<file path="src/rtl/random_lfsr_range.sv">
// random_lfsr_range
//   Galois LFSR random source with an optional rejection-sampling front end
//   that returns values uniformly distributed in [0, i_limit).
//
//   Build option: define RANDOM_RANGE_SAMPLER_EN to compile in the IDLE/SAMPLE
//   sampler FSM. Without it, o_value is the low OUT_W state bits captured on
//   i_req, o_valid is i_req delayed one cycle, o_busy is 0 and i_limit is
//   ignored.
//
//   Ports
//     clk          rising-edge clock
//     rst_n        asynchronous active-low reset (state -> SEED)
//     i_step       advance the LFSR one step this cycle
//     i_seed_load  load i_seed (zero is replaced by SEED); highest priority
//     i_seed       seed value
//     i_req        request one bounded value
//     i_limit      exclusive upper bound, 0 selects the full 2^OUT_W range
//     o_rng        current LFSR state
//     o_value      bounded result, held between requests
//     o_valid      one-cycle pulse qualifying o_value
//     o_busy       sampler is in SAMPLE
module random_lfsr_range #(
  parameter int                WIDTH     = 9,
  parameter logic [WIDTH-1:0]  TAPS      = 9'h110,
  parameter logic [WIDTH-1:0]  SEED      = WIDTH'(1'b1),
  parameter int                OUT_W     = 5,
  parameter int                MAX_TRIES = 16
) (
  input  logic             clk,
  input  logic             rst_n,
  input  logic             i_step,
  input  logic             i_seed_load,
  input  logic [WIDTH-1:0] i_seed,
  input  logic             i_req,
  input  logic [OUT_W-1:0] i_limit,
  output logic [WIDTH-1:0] o_rng,
  output logic [OUT_W-1:0] o_value,
  output logic             o_valid,
  output logic             o_busy
);

  // Try counter value on the final allowed rejection.
  localparam logic [7:0] LAST_TRY = 8'(MAX_TRIES) - 8'd1;

  // One Galois step: shift right, fold the taps in when a one falls out.
  function automatic logic [WIDTH-1:0] lfsr_next(input logic [WIDTH-1:0] s);
    if (s[0]) begin
      lfsr_next = {1'b0, s[WIDTH-1:1]} ^ TAPS;
    end else begin
      lfsr_next = {1'b0, s[WIDTH-1:1]};
    end
  endfunction

  logic [WIDTH-1:0] r_rng;
  logic [OUT_W-1:0] r_value;
  logic             r_valid;

  logic [WIDTH-1:0] w_rng_nxt;
  logic [OUT_W-1:0] w_value_nxt;
  logic             w_valid_nxt;
  logic             w_force_step;
  logic [WIDTH-1:0] w_seed_val;

  // A zero seed would lock the LFSR, so it is swapped for SEED.
  assign w_seed_val = (i_seed == '0) ? SEED : i_seed;

  // LFSR next state: seed load, then sampler-forced step, then i_step.
  always_comb begin
    w_rng_nxt = r_rng;
    if (i_seed_load) begin
      w_rng_nxt = w_seed_val;
    end else if (w_force_step || i_step) begin
      w_rng_nxt = lfsr_next(r_rng);
    end else begin
      w_rng_nxt = r_rng;
    end
  end

`ifdef RANDOM_RANGE_SAMPLER_EN
  typedef enum logic {ST_IDLE = 1'b0, ST_SAMPLE = 1'b1} state_t;

  state_t           r_state;
  state_t           w_state_nxt;
  logic [OUT_W-1:0] r_limit;
  logic [7:0]       r_tries;
  logic [OUT_W-1:0] w_limit_nxt;
  logic [7:0]       w_tries_nxt;
  logic [OUT_W-1:0] w_cand;
  logic             w_cand_ok;
  logic             w_last_try;

  // Candidate is the state before this cycle's forced step.
  assign w_cand       = r_rng[OUT_W-1:0];
  assign w_cand_ok    = (r_limit == '0) || (w_cand < r_limit);
  assign w_last_try   = (r_tries == LAST_TRY);
  assign w_force_step = (r_state == ST_SAMPLE);

  // Sampler state register.
  always_ff @(posedge clk or negedge rst_n) begin
    if (!rst_n) begin
      r_state <= ST_IDLE;
    end else begin
      r_state <= w_state_nxt;
    end
  end

  // Sampler next state; requests arriving in SAMPLE are dropped.
  always_comb begin
    w_state_nxt = r_state;
    case (r_state)
      ST_IDLE: begin
        if (i_req && !i_seed_load) begin
          w_state_nxt = ST_SAMPLE;
        end else begin
          w_state_nxt = ST_IDLE;
        end
      end
      ST_SAMPLE: begin
        if (i_seed_load || w_cand_ok || w_last_try) begin
          w_state_nxt = ST_IDLE;
        end else begin
          w_state_nxt = ST_SAMPLE;
        end
      end
      default: w_state_nxt = ST_IDLE;
    endcase
  end

  // Sampler outputs: accept, give up with zero, or count another reject.
  always_comb begin
    w_value_nxt = r_value;
    w_valid_nxt = 1'b0;
    w_limit_nxt = r_limit;
    w_tries_nxt = r_tries;
    case (r_state)
      ST_IDLE: begin
        if (i_req && !i_seed_load) begin
          w_limit_nxt = i_limit;
          w_tries_nxt = 8'd0;
        end else begin
          w_tries_nxt = r_tries;
        end
      end
      ST_SAMPLE: begin
        if (i_seed_load) begin
          w_tries_nxt = 8'd0;
        end else if (w_cand_ok) begin
          w_value_nxt = w_cand;
          w_valid_nxt = 1'b1;
        end else if (w_last_try) begin
          w_value_nxt = '0;
          w_valid_nxt = 1'b1;
        end else begin
          w_tries_nxt = r_tries + 8'd1;
        end
      end
      default: begin
        w_tries_nxt = 8'd0;
      end
    endcase
  end

  // Latched bound and try counter for the request in flight.
  always_ff @(posedge clk or negedge rst_n) begin
    if (!rst_n) begin
      r_limit <= '0;
      r_tries <= 8'd0;
    end else begin
      r_limit <= w_limit_nxt;
      r_tries <= w_tries_nxt;
    end
  end

  assign o_busy = (r_state == ST_SAMPLE);
`else
  logic w_unused;

  // Bound and try limit have no meaning without the sampler.
  assign w_unused     = ^{i_limit, LAST_TRY};
  assign w_force_step = 1'b0;

  // Plain mode: capture the pre-step low bits on every request.
  always_comb begin
    w_value_nxt = r_value;
    if (i_req) begin
      w_value_nxt = r_rng[OUT_W-1:0];
    end else begin
      w_value_nxt = r_value;
    end
    w_valid_nxt = i_req;
  end

  assign o_busy = 1'b0;
`endif

  // LFSR state and registered result outputs.
  always_ff @(posedge clk or negedge rst_n) begin
    if (!rst_n) begin
      r_rng   <= SEED;
      r_value <= '0;
      r_valid <= 1'b0;
    end else begin
      r_rng   <= w_rng_nxt;
      r_value <= w_value_nxt;
      r_valid <= w_valid_nxt;
    end
  end

  assign o_rng   = r_rng;
  assign o_value = r_value;
  assign o_valid = r_valid;

endmodule

</file>
<file path="config.mk">
export PLATFORM = sky130hd
export DESIGN_NAME = random_lfsr_range
export DESIGN_NICKNAME = d
export VERILOG_FILES = /design/src/rtl/random_lfsr_range.sv
export SDC_FILE = /design/constraint.sdc
export NUM_CORES = 1
export LEC_CHECK = 0
export BUFFER_PORTS_ARGS = -buffer_cell sky130_fd_sc_hd__buf_2
export CORE_MARGIN = 5
export CORE_UTILIZATION = 45
export CTS_BUF_LIST = sky130_fd_sc_hd__clkbuf_4
export CTS_CLUSTER_SIZE = 16
export DETAILED_ROUTE_END_ITERATION = 6
export HOLD_SLACK_MARGIN = 0.15
export PLACE_DENSITY = 0.87
export SKIP_CTS_REPAIR_TIMING = 1
export SYNTH_ARGS = -nofsm -noshare
export SYNTH_HDL_FRONTEND = slang
export SYNTH_SLANG_ARGS = --single-unit
</file>
<file path="constraint.sdc">
create_clock -name clk -period 1.5 [get_ports clk]
set_input_delay 0.3 -clock clk [delete_from_list [all_inputs] [get_ports clk]]
set_output_delay 0.3 -clock clk [all_outputs]
set_load 0.01 [all_outputs]
</file>
==> results.json <==
{
  "p_seq_share_pct": 54.0,
  "synthTopCellsByArea": "dfrtp_1 51%, mux2i_1 12%, mux2_2 8.2%",
  "yosysMostFrequentCell": "dfrtp_1",
  "synth_top_family_by_area": "multiplexers",
  "arrival_ns": 1.01,
  "r2r_end": "o_rng[4]$_DFFE_PN0P_",
  "fin_skew_ns": 0.00196,
  "crit_required_ns": 1.20,
  "max_freq_mhz": 762,
  "grt_max_degree": 19,
  "grt_overflow": 0,
  "comb_power_share_pct": 21.2,
  "grt_pass1_vias": 529,
  "rrSetupSlack_ns": 0.49,
  "track_usage_pct": 12.3,
  "crit_path_start_kind": "flip-flop",
  "htreeDepth": 1,
  "drive_gt1_share_pct": 49.4,
  "wl_per_cell_um": 13.8,
  "start_util_pct": 46.5,
  "ys_types": 17,
  "ys_seq_elements": 15,
  "internal_power_uw": 647,
  "period_needed_ns": 1.31,
  "die_x_um": 49,
  "holdPathStages": 1,
  "drcViolationCount": 0,
  "syn_avg_cell_area_sq_um": 12.2,
  "grt_pass1_wl_um": 2260,
  "clkTransAtPathRegs_ns": 0.09,
  "cpLargestDelayFamily": "flip-flops",
  "hold_class": "in2reg",
  "synthAdderAreaFrac_pct": 0,
  "synth-xor-area-share_pct": 1.28,
  "viasPerCell": 5.15,
  "synth_warnings": 0,
  "crit_buf_inv": 1,
  "die_y_um": 49,
  "synthSimpleGateAreaFrac_pct": 8.96,
  "final_nets": 105,
  "place_congestion": 0.715,
  "yosysTopAreaCellShare_pct": 51.2,
  "cts_buffer_depth": 2,
  "root_buffer": "clkbuf_4",
  "antenna_found_initial": 0,
  "setup_tns_ns": 0,
  "hpwl_um": 1080,
  "crit_path_max_fanout": 5,
  "peakVddDrop_v": 0.000680,
  "synth_ff_type": "dfrtp_1",
  "finalSetupViolations": 0,
  "syn_nets": 75,
  "max_stage_delay_ns": 0.59,
  "vias": 520,
  "worst_setup_path_end_kind": "primary output",
  "p_sw_share_pct": 28.6,
  "min-delay-start": "i_req",
  "wl_um": 1390,
  "p_leak_nw": 0.428,
  "yosysTopAreaCell": "dfrtp_1",
  "rr_startpoint": "o_rng[0]$_DFFE_PN1P_",
  "whs_endpoint": "o_valid$_DFF_PN0_",
  "io_pins": 35,
  "netlist_area_sq_um": 684,
  "num_rows": 14,
  "clk_latency_ns": 0.28,
  "post-route-period-util_pct": 87.4,
  "cts_tree": "yes",
  "grt_setup_unrepaired": "no",
  "r2r.worst_path.cells": 3,
  "clock-sinks": 15,
  "critical_path.cell_chain": "buf_2",
  "synth_cells": 56,
  "io_buffers": 28,
  "ys_seq_area_share_pct": 55.0,
  "clock_power_share_pct": 24.8,
  "drtIter0Drc": 6,
  "dieArea_sq_um": 2400,
  "cpMaxStageDelayCell": "dfstp_2",
  "synth_edf_count": 0,
  "dr.pass1.iters": 4,
  "hold_viol_final": 0,
  "run_status": "finished clean",
  "max_cap_viol_count": 0,
  "async_reset_ff_share_pct": 100,
  "placed_cells": 96,
  "fin_cells": 101,
  "area_growth_pct": 24.3,
  "synth.area.mux_share_pct": 19.9,
  "p_sw_uw": 259,
  "powerDensity_nw_per_um2": 1070,
  "path_class": "reg2out",
  "ant_nets": 0,
  "report.final.slew_viol_count": 0,
  "synth_compound_area_share_pct": 9.69,
  "ys_top_cells_by_count": "14 x dfrtp_1, 8 x mux2i_1, 8 x nand2_1",
  "n_antenna_cell": 0,
  "cts_buffers": 3,
  "coreArea_sq_um": 1470
}
==> worst max-delay path by stage <==
stage / from / to / slack (ns) / cells past startpoint
4_1_cts: o_rng[0]$_DFFE_PN1P_ / o_rng[0] / 0.18 / 1
3_5_place_dp: i_step / o_rng[3]$_DFFE_PN0P_ / 0.47 / 3
3_3_place_gp: i_seed[7] / o_rng[0]$_DFFE_PN1P_ / 0.50 / 4
6_report: o_rng[0]$_DFFE_PN1P_ / o_rng[0] / 0.19 / 1
2_1_floorplan: o_rng[0]$_DFFE_PN1P_ / o_rng[4]$_DFFE_PN0P_ / 0.55 / 3
5_1_grt: o_rng[0]$_DFFE_PN1P_ / o_rng[0] / 0.16 / 1
==> flip-flops by register name, indices dropped and copies added (netlist names) <==
name     cells
o_rng        9
o_valid      1
o_value      5
==> final cells by class <==
cell class | count | area [sq um]
Fill cell | 136 | 621
Multi-Input combinational cell | 37 | 277
Tap cell | 16 | 20.0
Timing Repair Buffer | 29 | 150
Clock buffer | 3 | 22.5
Sequential cell | 15 | 377
Clock inverter | 1 | 5.00
==> cell families after synthesis <==
logic type,count (synthesis)
other,1
and+or+nand+nor,11
muxes,13
buffers and inverters,4
xor gates and xnor gates,1
DFF,15
AOI/OAI and AO/OA,11
==> cells in the final DEF (no fill, tap or decap) <==
cell and n:
mux2_2 5, buf_2 28, nor4_2 2, dfstp_2 1, a211oi_2 1, o21ai_0 4, clkbuf_4 3, dlygate4sd3_1 1
nand2_1 8, clkinv_2 1, nor2b_1 1, a21oi_1 1, dfrtp_1 14, conb_1 1, a21oi_2 1, xor2_1 1
o21ai_1 4, mux2i_1 8
==> per-stage QoR <==
| step | power (mW) | hold WS (ns) | worst slack [ns] | area, sq um | util, % |
|---|---|---|---|---|---|
| 6_report | 0.907 | 0.211 | 0.188 | 851 | 57.8 |
| 5_1_grt | 0.961 | 0.196 | 0.159 | 851 | 57.8 |
| 4_1_cts | 0.923 | -0.0959 | 0.178 | 841 | 57.1 |
| 3_5_place_dp | 0.693 | 0.215 | 0.469 | 813 | 55.3 |
| 3_3_place_gp | 0.686 | 0.212 | 0.501 | 813 | 55.3 |
| 2_1_floorplan | 0.603 | 0.00441 | 0.548 | 684 | - |
==> power by group through the flow <==
stage / clock [mW] / combinational, mW / sequential [mW]
after floorplan: 0 / 0.0841 / 0.518
after global placement: 0 / 0.190 / 0.496
after detailed placement: 0 / 0.194 / 0.499
after CTS: 0.237 / 0.195 / 0.490
after global routing: 0.249 / 0.213 / 0.499
final: 0.225 / 0.192 / 0.490
==> metal layers <==
metal	vias to the layer above	GRT usage (%)	routed length, um
li1	253	-	-
met1	241	12.8	548
met2	22	20.4	712
met3	4	2.75	77
met4	0	10.8	51
met5	-	0	0
No activity file was read; power rests on OpenSTA's default activity.
